===== config.mk =====
export PLATFORM = sky130hd
export DESIGN_NAME = alu_mc_flat
export DESIGN_NICKNAME = d
export VERILOG_FILES = /design/src/rtl/alu_mc_if.sv /design/src/rtl/alu_mc.sv /design/src/flat_wrapper.sv
export SDC_FILE = /design/constraint.sdc
export NUM_CORES = 1
export LEC_CHECK = 0
export ABC_CLOCK_PERIOD_IN_PS = 7600
export CORE_MARGIN = 1.5
export CORE_UTILIZATION = 41
export CTS_BUF_LIST = sky130_fd_sc_hd__clkbuf_4 sky130_fd_sc_hd__clkbuf_8
export DETAILED_ROUTE_END_ITERATION = 8
export PLACE_DENSITY = 0.7
export SYNTH_ARGS = -nofsm -noshare
export SYNTH_HDL_FRONTEND = slang
export SYNTH_SLANG_ARGS = --single-unit

===== constraint.sdc =====
create_clock -name clk -period 7.6 [get_ports clk]
set_input_delay 0.76 -clock clk [delete_from_list [all_inputs] [get_ports clk]]
set_output_delay 0.76 -clock clk [all_outputs]
set_load 0.005 [all_outputs]

===== src/rtl/alu_mc_if.sv =====
// Request/result handshake bundle between the register-read stage and alu_mc.
// master drives operations and consumes results; slave is the ALU side.
interface alu_mc_if #(
    parameter int WIDTH = 32
);
    logic             in_valid;
    logic             in_ready;
    logic [3:0]       control_in;
    logic [WIDTH-1:0] in1;
    logic [WIDTH-1:0] in2;
    logic             out_valid;
    logic             out_ready;
    logic [WIDTH-1:0] out;
    logic             zero;
    logic             ovf;

    modport master (
        output in_valid, control_in, in1, in2, out_ready,
        input  in_ready, out_valid, out, zero, ovf
    );

    modport slave (
        input  in_valid, control_in, in1, in2, out_ready,
        output in_ready, out_valid, out, zero, ovf
    );
endinterface


===== src/rtl/alu_mc.sv =====
// Multi-cycle ALU: 1 cycle for simple ops, amount+1 for shifts, WIDTH+1 for MUL.
// Result is held in DONE until out_ready; in_ready is high only in IDLE.
module alu_mc #(
    parameter int WIDTH = 32
) (
    input  logic   clk,
    input  logic   rst_n,
    alu_mc_if.slave bus
);
    localparam int SHW = $clog2(WIDTH);
    localparam logic [SHW:0] CNT_ONE = (SHW+1)'(1);
    localparam logic [SHW:0] CNT_MUL = (SHW+1)'(WIDTH);
    localparam logic [3:0] OP_SLL = 4'b0100;
    localparam logic [3:0] OP_MUL = 4'b1101;
    localparam logic [3:0] OP_SRL = 4'b1110;
    localparam logic [3:0] OP_SRA = 4'b1111;

    typedef enum logic [1:0] {IDLE, BUSY, DONE} state_t;

    state_t           state;
    logic [3:0]       op;
    logic [WIDTH-1:0] acc, mcand, mplier;
    logic [SHW:0]     cnt;
    logic [WIDTH-1:0] res;
    logic             res_zero, res_ovf, res_valid;

    logic [WIDTH-1:0] sum, diff, imm_res, step_acc;
    logic             imm_ovf, is_shift, go_busy;
    logic [SHW-1:0]   amt;

    assign bus.in_ready  = (state == IDLE);
    assign bus.out_valid = res_valid;
    assign bus.out       = res;
    assign bus.zero      = res_zero;
    assign bus.ovf       = res_ovf;

    assign amt = bus.in2[SHW-1:0];

    always_comb begin
        sum      = bus.in1 + bus.in2;
        diff     = bus.in1 - bus.in2;
        imm_res  = '0;
        imm_ovf  = 1'b0;
        is_shift = (bus.control_in == OP_SLL) || (bus.control_in == OP_SRL) ||
                   (bus.control_in == OP_SRA);
        go_busy  = (bus.control_in == OP_MUL) || (is_shift && (amt != '0));
        case (bus.control_in)
            4'b0000, 4'b0001, 4'b0010, 4'b0011: begin
                imm_res = sum;
                imm_ovf = (bus.in1[WIDTH-1] == bus.in2[WIDTH-1]) &&
                          (sum[WIDTH-1] != bus.in1[WIDTH-1]);
            end
            4'b0101, 4'b0110: imm_res = bus.in1 & bus.in2;
            4'b0111:          imm_res = ~(bus.in1 | bus.in2);
            4'b1000: begin
                imm_res = diff;
                imm_ovf = (bus.in1[WIDTH-1] != bus.in2[WIDTH-1]) &&
                          (diff[WIDTH-1] != bus.in1[WIDTH-1]);
            end
            // Zero-amount shifts land here as well as PASS.
            4'b1001, 4'b1010, OP_SLL, OP_SRL, OP_SRA: imm_res = bus.in1;
            4'b1011: imm_res = WIDTH'($signed(bus.in1) < $signed(bus.in2));
            4'b1100: imm_res = WIDTH'(bus.in1 < bus.in2);
            default: imm_res = '0;
        endcase
    end

    always_comb begin
        step_acc = acc;
        case (op)
            OP_SLL:  step_acc = acc << 1;
            OP_SRL:  step_acc = acc >> 1;
            OP_SRA:  step_acc = {acc[WIDTH-1], acc[WIDTH-1:1]};
            OP_MUL:  step_acc = mplier[0] ? acc + mcand : acc;
            default: step_acc = acc;
        endcase
    end

    always_ff @(posedge clk) begin
        if (!rst_n) begin
            state     <= IDLE;
            op        <= '0;
            acc       <= '0;
            mcand     <= '0;
            mplier    <= '0;
            cnt       <= '0;
            res       <= '0;
            res_zero  <= 1'b0;
            res_ovf   <= 1'b0;
            res_valid <= 1'b0;
        end else begin
            case (state)
                IDLE: if (bus.in_valid) begin
                    op <= bus.control_in;
                    if (go_busy) begin
                        state  <= BUSY;
                        acc    <= (bus.control_in == OP_MUL) ? '0 : bus.in1;
                        mcand  <= bus.in1;
                        mplier <= bus.in2;
                        cnt    <= (bus.control_in == OP_MUL) ? CNT_MUL : {1'b0, amt};
                    end else begin
                        state     <= DONE;
                        res       <= imm_res;
                        res_zero  <= (imm_res == '0);
                        res_ovf   <= imm_ovf;
                        res_valid <= 1'b1;
                    end
                end
                BUSY: begin
                    acc    <= step_acc;
                    mcand  <= mcand << 1;
                    mplier <= mplier >> 1;
                    cnt    <= cnt - CNT_ONE;
                    if (cnt == CNT_ONE) begin
                        state     <= DONE;
                        res       <= step_acc;
                        res_zero  <= (step_acc == '0);
                        res_ovf   <= 1'b0;
                        res_valid <= 1'b1;
                    end
                end
                DONE: if (bus.out_ready) begin
                    state     <= IDLE;
                    res_valid <= 1'b0;
                end
                default: state <= IDLE;
            endcase
        end
    end
endmodule

===== src/flat_wrapper.sv =====
// flat-port wrapper written by rule: the top's interface ports become plain ports
module alu_mc_flat 
#(
    parameter int WIDTH = 32
)
  (clk, rst_n, bus_in_valid, bus_control_in, bus_in1, bus_in2, bus_out_ready, bus_in_ready, bus_out_valid, bus_out, bus_zero, bus_ovf);
  alu_mc_if #(.WIDTH(WIDTH)) bus_i ();
  input  logic clk;
  input  logic rst_n;
  input wire logic [$bits(bus_i.in_valid)-1:0] bus_in_valid;
  input wire logic [$bits(bus_i.control_in)-1:0] bus_control_in;
  input wire logic [$bits(bus_i.in1)-1:0] bus_in1;
  input wire logic [$bits(bus_i.in2)-1:0] bus_in2;
  input wire logic [$bits(bus_i.out_ready)-1:0] bus_out_ready;
  output wire logic [$bits(bus_i.in_ready)-1:0] bus_in_ready;
  output wire logic [$bits(bus_i.out_valid)-1:0] bus_out_valid;
  output wire logic [$bits(bus_i.out)-1:0] bus_out;
  output wire logic [$bits(bus_i.zero)-1:0] bus_zero;
  output wire logic [$bits(bus_i.ovf)-1:0] bus_ovf;
  assign bus_i.in_valid = bus_in_valid;
  assign bus_i.control_in = bus_control_in;
  assign bus_i.in1 = bus_in1;
  assign bus_i.in2 = bus_in2;
  assign bus_i.out_ready = bus_out_ready;
  assign bus_in_ready = bus_i.in_ready;
  assign bus_out_valid = bus_i.out_valid;
  assign bus_out = bus_i.out;
  assign bus_zero = bus_i.zero;
  assign bus_ovf = bus_i.ovf;
  alu_mc #(.WIDTH(WIDTH)) u_core (.clk(clk), .rst_n(rst_n), .bus(bus_i));
endmodule

==> metrics.md, run 1 <==
| Metric | Value |
|---|---|
| GRT Overall Usage | 0.3131 |
| Chip width | 191.0 um |
| Clock sinks | 143 |
| Final max-slew violation count | 0 |
| Post-DRT Antenna Nets | 0 |
| Worst slew margin | 0.3476 |
| WL met2 | 26.60 mm |
| Via-per-instance ratio | 6.575 |
| Clock-pin slew on the worst setup and hold paths | 0.09 ns |
| Most frequent cells in the layout | 196 x nand2_1, 174 x a21oi_1, 143 x dfxtp_1 |
| Vias in the first global route | 15080 |
| Area Overhead vs Synth | 11.43% |
| Max-Cap Viols | 0 |
| Critical R2R Launch | u_core.op[1] |
| Arrival time at the worst endpoint | 5.67 ns |
| Synth cell types | 88 |
| Clk_lat worst skew | 0.49 ns |
| CTS tree | yes |
| Syn Area/Cell | 7.425 um2 |
| Min Tclk post-route | 5.242 ns |
| Setup Fix Bufs, Post-CTS | 0 |
| CP endpoint kind | flop |
| CTS root buf | clkbuf_8 |
| DR WL met3 | 4.034 mm |
| Die area | 36490 um2 |
| Outcome | finished, violations left |
| R2r endpoint | u_core.bus.zero |
| Total Power | 2.526 mW |
| Worst path required time | 8.03 ns |
| Num CTS Buffers | 17 |
| WP buf/inv | 1 |
| N_diodes | 0 |
| Nets@finish | 2157 |
| Unrepaired setup endpoints after global routing | false |
| Initial antenna violation count | 0 |
| Leakage power | 6.900 nW |
| WL/cell | 23.97 um |
| Most common cell after layout, fill and taps aside | nand2_1 |
| Main synth FF type | dfxtp_1 |
| Seq/Total Area, Yosys | 0.1975 |
| Family with the most delay on the worst path | simple AND/OR/NAND/NOR gates |
| First-pass GRT wire length | 88.42 mm |
| Final wirelength | 57.95 mm |
| Starting density of the core | 0.4175 |
| Worst Setup SP | bus_control_in[3] |
| Clock Path Buffers | 2 |
| Crit-path slowest cell | clkdlybuf4s50_1 |
| Design area | 16150 um2 |
| Hold_buf cts | 0 |
| Max Used Layer | met4 |
| Cell area power density | 156.4 nW/um2 |
| Post-Syn Area | 14490 um2 |
| Slowest Stage Delay on Critical Path | 0.96 ns |
| Vias | 15900 |
| Register bit count reported by yosys | 143 |
| Max FO, Critical Path | 33 |
| Die Height | 191.0 um |
| IO Pins | 108 |
| FF-to-FF path depth | 12 |
| CP Class | in2reg |
| Detailed Place HPWL | 43.14 mm |
| First-pass DRT Iterations | 9 |
| FF-to-FF setup slack | 2.85 ns |
| Share of cells above drive strength 1 | 0.04636 |
| Row cnt | 68 |
| Fmax | 190.8 MHz |
| Yosys warns | 0 |
| Placed Area | 15740 um2 |
| Crit path launch type | input port |
| Worst vdd ir | 0.1263 mV |
| Setup TNS | 0 ns |
| Synthesized instance count | 1952 |
| GRT overflow | 0 |
| Fin worst setup slack | 2.358 ns |
| Resized cells post-CTS | 0 |
| Syn Nets | 2159 |
| Setup violators final | 0 |
| Final-layout fill cell count | 3613 |
| Final Hold Vio Count | 0 |
| First DRT Iteration DRCs | 1867 |
| Number of synthesized flops with an enable pin | 0 |
| DRC viols | 14 |
| Failing checks | design-rule violations |
| Hold Path Depth | 2 |
| Clk_skew | 0.02258 ns |
| HP Class | reg2reg |
| CP cell instances | clkdlybuf4s50_1, nor2b_1, a22oi_1, nand2_4, a222oi_1, o31ai_1, a2111oi_1, nand3_1, and4b_1, nand4_1, or4b_1, nor4_1, a211o_1 |
| End-of-flow core utilization | 0.4653 |
| Largest net degree at the start of global routing | 105 |
| Crit share post-route | 0.6897 |
| WHS Endpoint | u_core.bus.out[22] |
| Worst Max-Slew Pin Slew | 0.9728 ns |
| H-tree Lvls | 4 |
| Placeable Area | 34710 um2 |
| Min-delay src | u_core.bus.out[22] |
| Synth async-reset ratio | 0 |
| Routed met1 length | 24.17 mm |
| Final GP Congestion | 0.9869 |
| Post-place setup slack | 2.045 ns |
| PortBufs | 107 |
-- per-layer routing --
metal,vias to the layer above,global-route usage
met5,-,0
met4,0,0.1626
met3,157,0.03598
met2,778,0.5157
met1,7620,0.4005
li1,7343,-
-- layout make-up --
type | instances | area, um2 | share of cell area
timing repair buffer | 127 | 1231 | 0.07623
tap | 455 | 569.3 | 0.03525
multi-input combinational | 1552 | 10670 | 0.6604
sequential | 143 | 2863 | 0.1773
inverter | 109 | 409.1 | 0.02533
clock inverter | 14 | 165.2 | 0.01023
clock buffer | 18 | 247.7 | 0.01534
-- worst max path at each step --
stage / cells past startpoint / end / slack (ns)
5_1_grt: 16 / u_core.bus.zero / 2.16
2_1_floorplan: 16 / u_core.bus.zero / 3.59
4_1_cts: 16 / u_core.bus.zero / 2.54
3_3_place_gp: 13 / u_core.bus.zero / 2.07
3_5_place_dp: 13 / u_core.bus.zero / 2.05
6_report: 13 / u_core.bus.zero / 2.36
-- cell families after synthesis --
logic type / Yosys count / share of synthesized area
AOI/OAI and AO/OA: 763 / 0.3793
xor gates and xnor gates: 35 / 0.02115
adders and majority gates: 135 / 0.1181
buffers and inverters: 257 / 0.06880
DFF: 143 / 0.1975
muxes: 13 / 0.009237
and+or+nand+nor: 606 / 0.2059
-- cell usage after synthesis (8+ instances only) --
| library cell | number | area (um2) |
|---|---|---|
| and3_1 | 13 | 81.33 |
| nand3_1 | 44 | 220.2 |
| nor2b_1 | 38 | 237.7 |
| dfxtp_1 | 143 | 2863 |
| a222oi_1 | 42 | 420.4 |
| a221o_1 | 13 | 130.1 |
| buf_2 | 8 | 40.04 |
| o22ai_1 | 12 | 75.07 |
| a22o_1 | 9 | 78.83 |
| a21boi_0 | 27 | 202.7 |
| nand2b_1 | 22 | 137.6 |
| a21o_1 | 24 | 180.2 |
| ha_1 | 132 | 1652 |
| a21oi_1 | 174 | 870.8 |
| o221ai_1 | 8 | 70.07 |
| a22oi_1 | 22 | 165.2 |
| nor2_1 | 130 | 488.0 |
| a31oi_1 | 14 | 87.58 |
| nand4_1 | 20 | 125.1 |
| o21a_1 | 23 | 172.7 |
| nand2_1 | 197 | 739.5 |
| o211ai_1 | 84 | 630.6 |
| a211oi_1 | 26 | 195.2 |
| nand3b_1 | 8 | 60.06 |
| nor4_1 | 24 | 150.1 |
| clkbuf_1 | 121 | 454.2 |
| a221oi_1 | 21 | 183.9 |
| inv_1 | 108 | 405.4 |
| buf_1 | 16 | 60.06 |
| a211o_1 | 8 | 70.07 |
| o21ai_0 | 99 | 495.5 |
| nor3_1 | 36 | 180.2 |
| o31ai_1 | 17 | 127.6 |
| o211a_1 | 65 | 650.6 |
| xor2_1 | 13 | 113.9 |
| and2_1 | 25 | 156.4 |
| xnor2_1 | 22 | 192.7 |
| mux2i_1 | 10 | 100.1 |
| o21bai_1 | 13 | 97.59 |
-- state kept, by name, summed over array words and instances, names as in the netlist --
name / count
u_core.acc: 32
u_core.bus.out: 32
u_core.mcand: 32
u_core.mplier: 32
u_core.cnt: 6
u_core.op: 4
u_core.state: 2
u_core.bus.out_valid: 1
u_core.bus.ovf: 1
u_core.bus.zero: 1
-- tightest hold or removal path, cell delays in order, from the launching register on --
cell      delay (ns)
dfxtp_1         0.32
nand2_1         0.05
a21boi_0        0.06
-- metrics by stage --
step / hold slack [ns] / instances
after floorplan: 0.4412 / 1952
after global placement: 0.4520 / 2386
after detailed placement: 0.4602 / 2386
after CTS: 0.4703 / 2418
after global routing: 0.4958 / 2418
final: 0.4686 / 2418
-- power breakdown --
group	switching (mW)	internal, mW	leakage (nW)
Combinational	0.595	0.363	5.52
Clock	0.386	0.287	0.209
Sequential	0.0798	0.815	1.17
Total	1.06	1.47	6.90
(Power assumes the default switching activity.)
==> inputs of run 2 (changes only) <==
ABC_CLOCK_PERIOD_IN_PS = 5300   (was 7600)
clock period = 5.3 ns   (was 7.6 ns; I/O delays follow)
==> run 2 against run 1 <==
The flow now finishes without violations. Clock skew down 0.0027 ns. Die area unchanged. Global-route usage rose by 1.9 points. Via count grew 3.7%. Sequential cell count unchanged. Sequential share of layout area shrank 0.49 points.
==> metrics.md, run 2 (synthesis results as in run 1) <==
| Metric | Value |
|---|---|
| Outcome | finished clean |
| Clk_lat worst skew | 0.52 ns (+0.03 ns) |
| First DRT Iteration DRCs | 2019 (+8.1%) |
| Placeable Area | 34710 um2 (unchanged) |
| Clock-pin slew on the worst setup and hold paths | 0.10 ns (about the same) |
| Hold_buf cts | 0 (unchanged) |
| Starting density of the core | 0.4175 (unchanged) |
| CP endpoint kind | flop |
| GRT overflow | 0 (unchanged) |
| Setup TNS | 0 ns (unchanged) |
| CP cell instances | clkdlybuf4s50_1, inv_1, ha_1, a21oi_1, o21ai_1, a31o_2, a21boi_0, o221ai_1, a21boi_0, o21a_1, and4b_1, nand4_1, or4b_1, nor4_1, a211o_1 |
| Fmax | 211.5 MHz |
| Min-delay src | u_core.bus.out[22] |
| Slowest Stage Delay on Critical Path | 0.59 ns (-0.37 ns) |
| Clk_skew | 0.01990 ns (-0.002677 ns) |
| Via-per-instance ratio | 6.658 (+1.3%) |
| N_diodes | 0 (unchanged) |
| Arrival time at the worst endpoint | 5.19 ns (-0.48 ns) |
| Initial antenna violation count | 0 (unchanged) |
| Setup Fix Bufs, Post-CTS | 0 (unchanged) |
| Crit-path slowest cell | a21boi_0 |
| Critical R2R Launch | u_core.mcand[0] |
| Final-layout fill cell count | 3492 (-3.3%) |
| Row cnt | 68 (unchanged) |
| Detailed Place HPWL | 46.45 mm (+7.7%) |
| Worst hold margin | 0.4677 ns (-0.0009190 ns) |
| Crit path launch type | input port |
| Largest net degree at the start of global routing | 99 (-5.7%) |
| HP Class | reg2reg |
| IO Pins | 108 (unchanged) |
| DRC viols | 0 (-14) |
| Final max-slew violation count | 0 (unchanged) |
| PortBufs | 107 (unchanged) |
| Resized cells post-CTS | 0 (unchanged) |
| Final wirelength | 61.37 mm (+5.9%) |
| Worst Setup SP | bus_in2[2] |
| Worst path required time | 5.76 ns (-2.27 ns) |
| CTS tree | yes |
| Worst slew margin | 0.3636 (+0.01606) |
| First-pass GRT wire length | 92.53 mm (+4.7%) |
| Most frequent cells in the layout | 196 x nand2_1, 174 x a21oi_1, 143 x dfxtp_1 |
| Nets@finish | 2216 (+2.7%) |
| CP Class | in2reg |
| Final GP Congestion | 1.007 (+2.0%) |
| Setup violators final | 0 (unchanged) |
| Clock Path Buffers | 2 (unchanged) |
| Max FO, Critical Path | 9 (-73%) |
| Post-DRT Antenna Nets | 0 (unchanged) |
| Final Hold Vio Count | 0 (unchanged) |
| Die area | 36490 um2 (unchanged) |
| Worst Max-Slew Pin Slew | 0.9546 ns (-0.01825 ns) |
| Area Overhead vs Synth | 14.58% |
| Most common cell on crit path | a21boi_0 |
| Crit share post-route | 0.8920 |
| Cell area power density | 225.4 nW/um2 (+44%) |
| H-tree Lvls | 4 (unchanged) |
| Chip width | 191.0 um (unchanged) |
| Share of cells above drive strength 1 | 0.07373 (+0.02737) |
| Design area | 16610 um2 (+2.8%) |
| First-pass DRT Iterations | 9 (unchanged) |
| Clock sinks | 143 (unchanged) |
| Most common cell after layout, fill and taps aside | nand2_1 |
| Worst vdd ir | 0.2016 mV (+60%) |
| CTS root buf | clkbuf_8 |
| Leakage power | 7.186 nW (+4.1%) |
| GRT Overall Usage | 0.3321 (+0.01902) |
| Vias in the first global route | 15230 (+0.97%) |
| Num CTS Buffers | 17 (unchanged) |
| Vias | 16480 (+3.7%) |
| Placed Area | 16190 um2 (+2.9%) |
| Max-Cap Viols | 0 (unchanged) |
| Total Power | 3.743 mW (+48%) |
| Min Tclk post-route | 4.728 ns |
| Unrepaired setup endpoints after global routing | false |
| WL/cell | 24.78 um (+3.4%) |
| Die Height | 191.0 um (unchanged) |
| Family with the most delay on the worst path | compound AO/OA/AOI/OAI gates |
| WP buf/inv | 2 (+1) |
==> run 2: cell type report <==
cell class                 instances  area, um2  share of cell area
multi-input combinational       1552      10670              0.6422
sequential                       143       2863              0.1724
timing repair buffer             186       1687              0.1016
tap                              455      569.3             0.03428
inverter                         109      409.1             0.02464
clock buffer                      20      256.5             0.01544
clock inverter                    11      157.7            0.009493
==> run 2: final timing paths <==
check | cells after the start | slack, ns | end
min | 2 | 0.47 | u_core.bus.out[22]
max | 15 | 0.57 | u_core.bus.zero
min reg2reg | 2 | 0.47 | u_core.bus.out[22]
max reg2reg | 14 | 0.76 | u_core.bus.zero
==> run 2: report_power, final <==
group / total [mW] / switching [mW] / internal [mW]
sequential: 1.28 / 0.113 / 1.17
clock: 1.01 / 0.521 / 0.485
combinational: 1.46 / 0.891 / 0.565
total: 3.74 / 1.53 / 2.22
==> run 2: worst register-to-register path, cell delays in order, from the launching register on <==
cell,delay [ns]
dfxtp_1,0.35
ha_1,0.25
fa_1,0.41
a21o_1,0.21
a221oi_1,0.60
o21bai_1,0.29
xor2_1,0.20
a21boi_0,0.33
nand4_1,0.15
or3_1,0.34
or4_1,0.44
nor4_1,0.35
nand4_1,0.14
nor4_1,0.27
a211o_1,0.16
==> run 2: per-stage QoR <==
stage	util	cells	setup slack, ns
after global placement	0.4665	2445	0.2251
after global routing	0.4784	2476	0.3423
final	0.4784	2476	0.5725
after CTS	0.4784	2476	0.7078
after detailed placement	0.4665	2445	0.1954
after floorplan	-	1952	1.522
==> run 2: routing by layer <==
layer  vias to the layer above  wire, um  track usage
met5                         -         0            0
met4                         0      4102       0.2120
met3                       200      4573      0.03819
met2                       894     27300       0.5259
met1                      7925     25390       0.4271
li1                       7465         -            -
